<file path="src/rtl/button_conditioner_pkg.sv">
// Shared encodings and defaults for the push-button conditioner.
// Channel state and owner encodings are fixed because other blocks decode them.
package button_conditioner_pkg;

    localparam int unsigned DEFAULT_CNT_W = 20;
    localparam logic [DEFAULT_CNT_W-1:0] DEFAULT_DEBOUNCE_CYCLES = 20'd500000;

    typedef enum logic [1:0] {
        StIdle           = 2'd0,
        StConfirmPress   = 2'd1,
        StPressed        = 2'd2,
        StConfirmRelease = 2'd3
    } chan_state_e;

    typedef enum logic [1:0] {
        OwnNone = 2'd0,
        OwnUp   = 2'd1,
        OwnDown = 2'd2
    } owner_e;

endpackage

</file>
<file path="src/rtl/button_conditioner_if.sv">
// Raw button inputs and conditioned level/pulse outputs of the conditioner.
// master drives the raw buttons; slave is the conditioner itself.
interface button_conditioner_if;

    logic btn_up_raw;
    logic btn_down_raw;
    logic userOpcUp;
    logic userOpcDown;
    logic up_pulse;
    logic down_pulse;

    modport master (
        output btn_up_raw, btn_down_raw,
        input  userOpcUp, userOpcDown, up_pulse, down_pulse
    );

    modport slave (
        input  btn_up_raw, btn_down_raw,
        output userOpcUp, userOpcDown, up_pulse, down_pulse
    );

endinterface

</file>
<file path="src/rtl/button_conditioner_debounce_channel.sv">
// One button channel: two-flop synchronizer, debounce FSM and hold counter.
// stable follows the synchronized input only after it has held for DEBOUNCE_CYCLES.
module debounce_channel
    import button_conditioner_pkg::*;
#(
    parameter int unsigned       CNT_W           = DEFAULT_CNT_W,
    parameter logic [CNT_W-1:0]  DEBOUNCE_CYCLES = DEFAULT_DEBOUNCE_CYCLES
) (
    input  logic clk,
    input  logic rst,
    input  logic raw,
    output logic stable
);

    localparam logic [CNT_W-1:0] LAST = DEBOUNCE_CYCLES - 1'b1;

    logic              sync1_q;
    logic              sync2_q;
    chan_state_e       state_q;
    logic [CNT_W-1:0]  cnt_q;
    logic              stable_q;

    always_ff @(posedge clk or negedge rst) begin
        if (!rst) begin
            sync1_q  <= 1'b0;
            sync2_q  <= 1'b0;
            state_q  <= StIdle;
            cnt_q    <= '0;
            stable_q <= 1'b0;
        end else begin
            sync1_q <= raw;
            sync2_q <= sync1_q;
            case (state_q)
                StIdle: begin
                    cnt_q <= '0;
                    if (sync2_q) state_q <= StConfirmPress;
                end
                StConfirmPress: begin
                    if (!sync2_q) begin
                        state_q <= StIdle;
                        cnt_q   <= '0;
                    end else if (cnt_q == LAST) begin
                        state_q  <= StPressed;
                        cnt_q    <= '0;
                        stable_q <= 1'b1;
                    end else begin
                        cnt_q <= cnt_q + 1'b1;
                    end
                end
                StPressed: begin
                    cnt_q <= '0;
                    if (!sync2_q) state_q <= StConfirmRelease;
                end
                StConfirmRelease: begin
                    // A bounce back to 1 cancels the release; stable never dips.
                    if (sync2_q) begin
                        state_q <= StPressed;
                        cnt_q   <= '0;
                    end else if (cnt_q == LAST) begin
                        state_q  <= StIdle;
                        cnt_q    <= '0;
                        stable_q <= 1'b0;
                    end else begin
                        cnt_q <= cnt_q + 1'b1;
                    end
                end
                default: state_q <= StIdle;
            endcase
        end
    end

    assign stable = stable_q;

endmodule

</file>
<file path="src/rtl/button_conditioner.sv">
// Debounces the up/down buttons and arbitrates them into mutually exclusive levels.
// A channel is only granted on a fresh rise of its stable signal, never by inheritance.
module button_conditioner
    import button_conditioner_pkg::*;
#(
    parameter int unsigned       CNT_W           = DEFAULT_CNT_W,
    parameter logic [CNT_W-1:0]  DEBOUNCE_CYCLES = DEFAULT_DEBOUNCE_CYCLES
) (
    input  logic                 clk,
    input  logic                 rst,
    button_conditioner_if.slave  bus
);

    logic   stable_up;
    logic   stable_down;
    logic   prev_up_q;
    logic   prev_down_q;
    logic   rise_up;
    logic   rise_down;
    logic   owner_free;
    owner_e owner_q;
    owner_e owner_d;
    logic   up_d;
    logic   down_d;
    logic   up_q;
    logic   down_q;
    logic   up_pulse_q;
    logic   down_pulse_q;

    debounce_channel #(
        .CNT_W           (CNT_W),
        .DEBOUNCE_CYCLES (DEBOUNCE_CYCLES)
    ) u_up (
        .clk    (clk),
        .rst    (rst),
        .raw    (bus.btn_up_raw),
        .stable (stable_up)
    );

    debounce_channel #(
        .CNT_W           (CNT_W),
        .DEBOUNCE_CYCLES (DEBOUNCE_CYCLES)
    ) u_down (
        .clk    (clk),
        .rst    (rst),
        .raw    (bus.btn_down_raw),
        .stable (stable_down)
    );

    always_comb begin
        rise_up    = stable_up & ~prev_up_q;
        rise_down  = stable_down & ~prev_down_q;
        owner_free = (owner_q == OwnNone) ||
                     (owner_q == OwnUp && !stable_up) ||
                     (owner_q == OwnDown && !stable_down);
        owner_d = owner_q;
        if (owner_free) begin
            if (rise_up)        owner_d = OwnUp;
            else if (rise_down) owner_d = OwnDown;
            else                owner_d = OwnNone;
        end
        up_d   = (owner_d == OwnUp) && stable_up;
        down_d = (owner_d == OwnDown) && stable_down;
    end

    always_ff @(posedge clk or negedge rst) begin
        if (!rst) begin
            prev_up_q    <= 1'b0;
            prev_down_q  <= 1'b0;
            owner_q      <= OwnNone;
            up_q         <= 1'b0;
            down_q       <= 1'b0;
            up_pulse_q   <= 1'b0;
            down_pulse_q <= 1'b0;
        end else begin
            prev_up_q    <= stable_up;
            prev_down_q  <= stable_down;
            owner_q      <= owner_d;
            up_q         <= up_d;
            down_q       <= down_d;
            up_pulse_q   <= up_d & ~up_q;
            down_pulse_q <= down_d & ~down_q;
        end
    end

    assign bus.userOpcUp   = up_q;
    assign bus.userOpcDown = down_q;
    assign bus.up_pulse    = up_pulse_q;
    assign bus.down_pulse  = down_pulse_q;

endmodule

</file>
<file path="src/flat_wrapper.sv">
// flat-port wrapper written by rule: the top's interface ports become plain ports
module button_conditioner_flat import button_conditioner_pkg::*;
#(
    parameter int unsigned       CNT_W           = DEFAULT_CNT_W,
    parameter logic [CNT_W-1:0]  DEBOUNCE_CYCLES = DEFAULT_DEBOUNCE_CYCLES
)
  (clk, rst, bus_btn_up_raw, bus_btn_down_raw, bus_userOpcUp, bus_userOpcDown, bus_up_pulse, bus_down_pulse);
  button_conditioner_if bus_i ();
  input  logic clk;
  input  logic rst;
  input wire logic [$bits(bus_i.btn_up_raw)-1:0] bus_btn_up_raw;
  input wire logic [$bits(bus_i.btn_down_raw)-1:0] bus_btn_down_raw;
  output wire logic [$bits(bus_i.userOpcUp)-1:0] bus_userOpcUp;
  output wire logic [$bits(bus_i.userOpcDown)-1:0] bus_userOpcDown;
  output wire logic [$bits(bus_i.up_pulse)-1:0] bus_up_pulse;
  output wire logic [$bits(bus_i.down_pulse)-1:0] bus_down_pulse;
  assign bus_i.btn_up_raw = bus_btn_up_raw;
  assign bus_i.btn_down_raw = bus_btn_down_raw;
  assign bus_userOpcUp = bus_i.userOpcUp;
  assign bus_userOpcDown = bus_i.userOpcDown;
  assign bus_up_pulse = bus_i.up_pulse;
  assign bus_down_pulse = bus_i.down_pulse;
  button_conditioner #(.CNT_W(CNT_W), .DEBOUNCE_CYCLES(DEBOUNCE_CYCLES)) u_core (.clk(clk), .rst(rst), .bus(bus_i));
endmodule
</file>
<file path="config.mk">
export PLATFORM = sky130hd
export DESIGN_NAME = button_conditioner_flat
export DESIGN_NICKNAME = d
export VERILOG_FILES = /design/src/rtl/button_conditioner_pkg.sv /design/src/rtl/button_conditioner_if.sv /design/src/rtl/button_conditioner_debounce_channel.sv /design/src/rtl/button_conditioner.sv /design/src/flat_wrapper.sv
export SDC_FILE = /design/constraint.sdc
export NUM_CORES = 1
export LEC_CHECK = 0
export ABC_AREA = 1
export CAP_MARGIN = 30
export CORE_MARGIN = 5
export CORE_UTILIZATION = 55
export CTS_BUF_LIST = sky130_fd_sc_hd__clkbuf_2 sky130_fd_sc_hd__clkbuf_4 sky130_fd_sc_hd__clkbuf_8
export CTS_CLUSTER_DIAMETER = 40
export CTS_CLUSTER_SIZE = 24
export DETAILED_ROUTE_END_ITERATION = 12
export PLACE_DENSITY = 0.71
export SETUP_SLACK_MARGIN = 0.4
export SLEW_MARGIN = 20
export SYNTH_ARGS = -nofsm -noshare
export SYNTH_HDL_FRONTEND = slang
export SYNTH_SLANG_ARGS = --single-unit
</file>
<file path="constraint.sdc">
create_clock -name clk -period 2.6 [get_ports clk]
set_input_delay 0.52 -clock clk [delete_from_list [all_inputs] [get_ports clk]]
set_output_delay 0.52 -clock clk [all_outputs]
set_load 0.1 [all_outputs]
</file>
==> results of run 1 <==
## final timing paths
| path | start | end | cells after the start |
|---|---|---|---|
| worst max register to register | u_core.u_up.cnt_q[0]$_DFF_PN0_ | u_core.u_up.cnt_q[13]$_DFF_PN0_ | 8 |
| worst min-delay path | rst | u_core.u_down.cnt_q[13]$_DFF_PN0_ | 1 |
| worst max-delay path | u_core.u_up.cnt_q[0]$_DFF_PN0_ | u_core.u_up.cnt_q[13]$_DFF_PN0_ | 8 |
| min in group clk | u_core.u_up.sync1_q$_DFF_PN0_ | u_core.u_up.sync2_q$_DFF_PN0_ | 0 |
| worst min register to register | u_core.u_up.sync1_q$_DFF_PN0_ | u_core.u_up.sync2_q$_DFF_PN0_ | 0 |
| max in group asynchronous | rst | u_core.u_up.cnt_q[13]$_DFF_PN0_ | 2 |
## final cells by class
cell class / count / share of cell area (%)
Sequential cell: 58 / 42.7
Tap cell: 72 / 2.65
Clock inverter: 4 / 2.13
Multi-Input combinational cell: 291 / 39.1
Timing Repair Buffer: 8 / 2.21
Inverter: 57 / 6.37
Clock buffer: 12 / 4.86
## metrics by stage
stage               instances  area (um^2)  total power [W]  worst slack [ns]
CTS                       502         3400          0.00196             0.752
global route              502         3400          0.00202             0.497
finish                    502         3400          0.00193             0.762
global placement          486         3160         0.000981             0.850
floorplan                 408         3020         0.000954              1.18
detailed placement        486         3160         0.000983             0.758
## per-layer routing
layer | vias to the layer above | share of wire (%) | GRT usage [%]
li1 | 1283 | - | -
met1 | 1107 | 48 | 23.2
met2 | 37 | 46 | 27.6
met3 | 7 | 4.4 | 6.61
met4 | 0 | 1.2 | 5.56
met5 | - | 0 | 0
## worst reg2reg max path, cell delays in order, from the launching register on
cell and delay, ns:
dfrtp_1 0.38, ha_1 0.20, nand3_1 0.16, nor2_1 0.18, nand3_1 0.09, nand2_1 0.35
inv_1 0.21, nand2_1 0.10, nor2_1 0.04
## where the power goes
part	switching, W	internal [W]	total, W	leakage (nW)
registers	0.00000561	0.000910	0.000916	0.795
clock network	0.000350	0.000616	0.000966	0.119
logic	0.0000352	0.0000129	0.0000482	0.609
## cell families after synthesis
kind of cell               count (synthesis)  share of synthesized area [%]
xor gates and xnor gates                  14                           4.07
DFF                                       58                           48.1
AOI/OAI and AO/OA                         15                           2.66
adders and majority gates                  2                          0.830
and+or+nand+nor                          260                           36.5
buffers and inverters                     59                           7.80
## placed cells by master, fill, tap and decap left out
master and n:
a21oi_1 6, nand3_1 29, buf_12 1, nand2_1 106, or2_2 2, nor2_1 92
xor2_1 12, a21boi_0 1, clkinvlp_4 1, nand2_2 1, buf_4 4, xnor2_1 2
nor2_2 7, buf_2 1, nand3b_1 4, bufinv_16 2, nand4_1 5, o21ai_0 7
nor3_1 11, o21bai_1 1, nor2_4 3, inv_1 56, inv_4 1, clkdlybuf4s50_1 2
ha_1 2, clkbuf_8 12, dfrtp_1 58, clkinv_2 1
==> metrics.cfg, run 1 <==
[place]
gp_congestion=0.867
hpwl_um=4040
io_buffers=7

[final_layout]
final_util_pct=62.9
reg_top3=u_core.u_down.cnt_q: 20 flops, u_core.u_up.cnt_q: 20 flops, u_core.owner_q: 2 flops
layout-drive-gt1-share_pct=8.37
synthToLayoutAreaGrowth_pct=12.7
regArea_um2=1450
n_fill_cell=488
fin_nets=431
multi_input_comb_area_um2=1330
diodes=0

[clock_network]
ctsResizeCount=0
ctsHoldBuffers=0
cts_tree=built
clk_latency_ns=0.34
cts_setup_buffers=0
clkSlewWorstSetupHoldPaths_ns=0.07
cts_root_buffer=clkbuf_8
cts.sinks=58
clock_tree.buffer_depth=2
cts_buffers=9
h-tree-depth=3

[floorplan]
die_height_um=84.0
die_w_um=84.0
rows=27
core_um2=5410
pin_count=8
start_util_pct=55.8
die_area_um2=7060

[setup_path]
slowest_stage=dfrtp_1
critical_path.top_delay_family=simple AND/OR/NAND/NOR gates
path_buf_inv=1
critPathArrivalTime_ns=2.06
reg2reg_slack_ns=0.76
cp-start-kind=flop
endpoint_kind=flop
path_class=flop to flop
crit_chain=ha_1 -> nand3_1 -> nor2_1 -> nand3_1 -> nand2_1 -> inv_1 -> nand2_1 -> nor2_1
cpPeakStageDelay_ns=0.38
cp.required_ns=2.82
path_max_fanout=14

[flow_run]
maxCapViolCount=0

[synthesis]
synth_top_area_share_pct=48.1
synth_area_leaders=dfrtp_1 48%, nand2_1 13%, nor2_1 11%, inv_1 7.0%, nand3_1 4.8%
synth_top_flop_cell=dfrtp_1
syn-num-nets=414
ys_ff_latch=58
synth.distinct_cells=22
synth_top_area_cell=dfrtp_1
yosys_warnings=0
netlist_area_um2=3020
synthArstFlopShare_pct=100
synth.most_common_cell=nand2_1
yosysSeqAreaShare_pct=48.1
synth_edf_count=0
postSynthAreaPerCell_um2=7.39
postSynthCellCount=408
synth_commonest_cells=106 x nand2_1, 92 x nor2_1, 58 x dfrtp_1

[power]
ir_drop_mv=0.383
p_leak_nw=1.52
powerDensity_nw_per_um2=568

[drt]
wl_per_cell_um=10.8
drt_wl_total_um=5400
drt-vias-per-instance=4.85
postRouteAntennaNets=0
drcViolationCount=0
first_pass_iters=4
drt-initial-drc-count=145
vias=2434

[grt]
antenna_found_initial=0
grt_pass1_wl_um=10100
grt_pass1_vias=2383
grt_max_degree=31
grt_use_total_pct=17.8
overflow=0

[timing]
setup_viol_count_final=0
max_slew_margin_pct=56.3
final_hold_viol_count=0
period_minus_slack_ns=1.84
holdWs_ns=0.209
finClkSkew_ns=0.00765
slew_viol_final=0
max_freq_mhz=544
tns_ns=0
rsz0062_at_grt=false
min_period_over_period_pct=70.7
tightest_slew_ns=0.655

[run_status]
outcome=finished, final reports clean

[hold_path]
hold_path_class=primary input to asynchronous set/reset pin

Power figures use the tool's default switching activity.
==> run 2: changes to the inputs <==
Settings changed: PLACE_DENSITY 0.71 to 0.74.
Clock period 2.6 ns to 1.6 ns, I/O delays scaled along.
==> run 2 against run 1 <==
Net effect: critical path depth is 3 lower; die area unchanged; clock power up 42%; critical endpoint is now u_core.u_down.cnt_q[2]$_DFF_PN0_; via count is 12% higher; power up 55%; combinational power grew to 2.7 times the previous value; clock-buffer cell count fell by 3; sequential power rose by 63%.
==> metrics.cfg, run 2 (same netlist as run 1, synthesis figures left out) <==
[clock_network]
h-tree-depth=3
clkSlewWorstSetupHoldPaths_ns=0.07
cts_tree=built
clk_latency_ns=0.34
cts_root_buffer=clkbuf_8
clock_tree.buffer_depth=2
cts.sinks=58
cts_buffers=9

[setup_path]
path_max_fanout=8
path_class=flop to flop
endpoint_kind=flop
r2r_cells=5
worstSetupStartpoint=u_core.u_down.sync2_q$_DFF_PN0_
rr_startpoint=u_core.u_down.sync2_q$_DFF_PN0_
critPathArrivalTime_ns=1.71
reg2reg_slack_ns=0.15
reg2reg_to=u_core.u_down.cnt_q[2]$_DFF_PN0_
endpoint=u_core.u_down.cnt_q[2]$_DFF_PN0_
cp.required_ns=1.86
cp-start-kind=flop

[timing]
rsz0062_at_grt=true
setup_viol_count_final=0
max_slew_margin_pct=77.6
finClkSkew_ns=0.0103
max_freq_mhz=690
period_minus_slack_ns=1.45
tightest_slew_ns=0.335
tns_ns=0
min_period_over_period_pct=90.6
final_hold_viol_count=0
slew_viol_final=0

[place]
hpwl_um=4460
io_buffers=7
gp_congestion=0.847

[grt]
antenna_found_initial=0
grt_use_total_pct=20.7
grt_pass1_vias=2668
grt_pass1_wl_um=11700
grt_max_degree=48
overflow=0

[floorplan]
core_um2=5410
pin_count=8
rows=27
start_util_pct=55.8
die_w_um=84.0
die_area_um2=7060
die_height_um=84.0

[final_layout]
fin_nets=465
layout_common_cells=91 x nand2_1, 69 x nor2_1, 50 x dfrtp_1, 49 x inv_1, 22 x buf_4
synthToLayoutAreaGrowth_pct=34.4
final_common_cell=nand2_1
diodes=0
n_fill_cell=379
final_util_pct=75.0
layout-drive-gt1-share_pct=31.3
reg_top3=u_core.u_down.cnt_q: 20 flops, u_core.u_up.cnt_q: 20 flops, u_core.owner_q: 2 flops

[drt]
vias=2723
wl_per_cell_um=13.4
drt-initial-drc-count=145
drt-vias-per-instance=5.08
drcViolationCount=0
first_pass_iters=4
drt_wl_total_um=7190
postRouteAntennaNets=0

[hold_path]
hold_path_class=flop to flop

[power]
ir_drop_mv=0.484
p_leak_nw=1.70
total_power_w=0.00299
powerDensity_nw_per_um2=739

[run_status]
outcome=finished, final reports clean

[flow_run]
maxCapViolCount=0

run 2: cell count changes in the layout (fill, tap and decap cells not counted), moves of 11 or more:
cell	change
nor2_1	-23
nor2_4	+11
buf_4	+18
nand2_1	-15
nand2_2	+12
nand3_1	-11
nor2_2	+12
run 2: area by class of cell:
cell class                      instances  area (um^2)  area share [%]
Timing Repair inverter                  1         6.26           0.154
Inverter                               57          224            5.52
Clock inverter                          7         78.8            1.94
Sequential cell                        58         1460            36.0
Clock buffer                            9          124            3.06
Timing Repair Buffer                   41          422            10.4
Tap cell                               72         90.1            2.22
Multi-Input combinational cell        291         1650            40.6
run 2: where the power goes:
| part | internal (W) | total, W | switching (W) |
|---|---|---|---|
| Sequential | 0.00148 | 0.00149 | 0.0000114 |
| Combinational | 0.0000492 | 0.000131 | 0.0000815 |
| Clock | 0.000728 | 0.00137 | 0.000647 |
| Total | 0.00225 | 0.00299 | 0.000740 |
run 2: what timing repair did:
item	in CTS	in global routing
cloned	1	0
pin swaps	18	22
setup buffers	18	10
endpoints found under the hold margin	11	0
resized for setup	50	41
hold buffers	1	0
setup endpoints to repair	55	55
run 2: worst min path at each step:
stage,cells past startpoint,slack (ns),start,end
detailed placement,1,0.23,rst,u_core.u_up.cnt_q[1]$_DFF_PN0_
global placement,1,0.22,rst,u_core.u_up.cnt_q[0]$_DFF_PN0_
finish,0,0.36,u_core.u_down.sync1_q$_DFF_PN0_,u_core.u_down.sync2_q$_DFF_PN0_
global route,0,0.38,u_core.u_up.sync1_q$_DFF_PN0_,u_core.u_up.sync2_q$_DFF_PN0_
floorplan,0,0.02,rst,asynchronous set/reset pin
CTS,0,0.37,u_core.u_down.sync1_q$_DFF_PN0_,u_core.u_down.sync2_q$_DFF_PN0_
run 2: per-layer routing:
metal,vias up,GRT usage [%],part of all wire [%]
li1,1359,-,-
met1,1295,25.1,44
met2,52,35.5,51
met3,17,5.13,3.1
met4,0,7.60,1.9
met5,-,0,0
run 2: worst max-delay path, cell delays in order (launching register included):
cell and delay (ns):
dfrtp_1 0.43, xor2_1 0.26, nand2_1 0.13, nor2_4 0.32, nand2_1 0.09, nor2_1 0.12
run 2: through the flow:
step	instances	worst slack (ns)	hold WS, ns	cell area (um^2)
final	536	0.150	0.362	4050
after global routing	536	0.0349	0.383	4050
after CTS	526	0.183	0.366	3850
after detailed placement	490	0.0863	0.232	3330
after global placement	490	0.138	0.224	3330
after floorplan	408	0.188	0.0244	3100
==> run 3: changes to the inputs <==
Settings changed: RECOVER_POWER set to 50.
==> run 3 against run 2 <==
Net effect: clock skew hardly changed; worst hold slack about the same; maximum frequency is essentially flat; routed wire length shrank 0.32%; global-route usage unchanged; die area did not move.
==> metrics.cfg, run 3 (same netlist as run 1, synthesis figures left out) <==
[grt]
grt_pass1_vias=2668
antenna_found_initial=0
grt_pass1_wl_um=11700
overflow=0
grt_max_degree=48
grt_use_total_pct=20.7

[timing]
tightest_slew_ns=0.748
setup_viol_count_final=0
min_period_over_period_pct=90.6
period_minus_slack_ns=1.45
max_slew_margin_pct=50.1
timing.final.ws_setup_ns=0.150
rsz0062_at_grt=true
tns_ns=0
final_hold_viol_count=0
slew_viol_final=0
max_freq_mhz=690
finClkSkew_ns=0.0103

[place]
io_buffers=7
gp_congestion=0.847
place_ws_ns=0.0863
hpwl_um=4460

[floorplan]
die_w_um=84.0
die_area_um2=7060
core_um2=5410
start_util_pct=55.8
die_height_um=84.0
pin_count=8
rows=27

[final_layout]
layout-drive-gt1-share_pct=30.6
layout_common_cells=91 x nand2_1, 69 x nor2_1, 51 x dfrtp_1, 49 x inv_1, 22 x buf_4
final_common_cell=nand2_1
regArea_um2=1460
diodes=0
multi_input_comb_area_um2=1640
reg_top3=u_core.u_down.cnt_q: 20 flops, u_core.u_up.cnt_q: 20 flops, u_core.owner_q: 2 flops
fin_nets=465
n_fill_cell=383
synthToLayoutAreaGrowth_pct=34.0

[power]
internal_power_w=0.00225
swShare_pct=24.9
p_leak_nw=1.70
p_sw_w=0.000749
ir_drop_mv=0.483
p_comb_share_pct=4.3
pwr-share-seq_pct=49.6
powerDensity_nw_per_um2=743
p_clk_share_pct=46.1

[drt]
postRouteAntennaNets=0
wl_per_cell_um=13.4
drcViolationCount=0
drt-initial-drc-count=145
vias=2736
first_pass_iters=5
drt-vias-per-instance=5.10
drt_wl_total_um=7170

[setup_path]
cp-start-kind=flop
path_max_fanout=8
cp.required_ns=1.84
reg2reg_slack_ns=0.15
critPathArrivalTime_ns=1.69
endpoint_kind=flop
path_class=flop to flop

[clock_network]
cts.sinks=58
h-tree-depth=3
cts_tree=built
clkSlewWorstSetupHoldPaths_ns=0.07
cts_buffers=9
clock_tree.buffer_depth=2
cts_root_buffer=clkbuf_8
clk_latency_ns=0.35

[hold_path]
hold_path_class=flop to flop

[run_status]
outcome=finished, final reports clean

[flow_run]
maxCapViolCount=0

[run 3: worst paths after layout]
kind / from / end / cells after the start
max: u_core.u_down.cnt_q[1]$_DFF_PN0_ / u_core.u_down.cnt_q[4]$_DFF_PN0_ / 8
min: u_core.u_down.sync1_q$_DFF_PN0_ / u_core.u_down.sync2_q$_DFF_PN0_ / 0
min reg2reg: u_core.u_down.sync1_q$_DFF_PN0_ / u_core.u_down.sync2_q$_DFF_PN0_ / 0
min in group asynchronous: rst / u_core.u_up.cnt_q[17]$_DFF_PN0_ / 2
max reg2reg: u_core.u_down.cnt_q[1]$_DFF_PN0_ / u_core.u_down.cnt_q[4]$_DFF_PN0_ / 8
max in group asynchronous: rst / u_core.bus.userOpcDown$_DFF_PN0_ / 3
[run 3: worst max-delay path, cell delays in order (launching register included)]
cell     delay [ns]
dfrtp_1        0.35
ha_2           0.19
nand2_2        0.07
nor2_4         0.21
nand3_2        0.12
nor2_4         0.15
nor2_4         0.09
inv_4          0.10
nor2_1         0.05
[run 3: cell type report]
class / instances / area share (%)
timing repair inverter: 1 / 0.155
multi-input combinational: 291 / 40.5
clock buffer: 9 / 3.07
timing repair buffer: 41 / 10.4
inverter: 57 / 5.54
tap: 72 / 2.23
clock inverter: 7 / 1.95
sequential: 58 / 36.1
[run 3: power groups by stage]
| stage | Sequential [W] | Clock, W | Combinational [W] |
|---|---|---|---|
| final | 0.00149 | 0.00138 | 0.000129 |
| after global routing | 0.00149 | 0.00149 | 0.000145 |
| after CTS | 0.00149 | 0.00139 | 0.000126 |
| after detailed placement | 0.00152 | 0 | 0.0000951 |
| after global placement | 0.00152 | 0 | 0.0000924 |
| after floorplan | 0.00151 | 0 | 0.0000408 |
[run 3: layer usage]
metal / GRT usage, % / wire length, um / vias to the layer above
met5: 0 / 0 / -
met4: 7.60 / 139 / 0
met3: 5.13 / 284 / 20
met2: 35.5 / 3620 / 76
met1: 25.1 / 3130 / 1282
li1: - / - / 1358
[run 3: metrics by stage]
stage                     std cells  hold WS, ns  instance area [um^2]  power (W)  util (%)
after floorplan                 408       0.0244                  3100    0.00156         -
after global placement          490        0.224                  3330    0.00161      61.7
after detailed placement        490        0.232                  3330    0.00161      61.7
after CTS                       526        0.366                  3850    0.00301      71.3
after global routing            536        0.383                  4040    0.00312      74.7
final                           536        0.362                  4040    0.00300      74.7
[run 3: timing repair]
item,CTS,global route
endpoints found under the setup margin,55,55
hold endpoints to repair,11,0
cloned,1,0
pin swaps,18,22
resized for setup,50,41
hold buffers,1,0
setup buffers,18,10
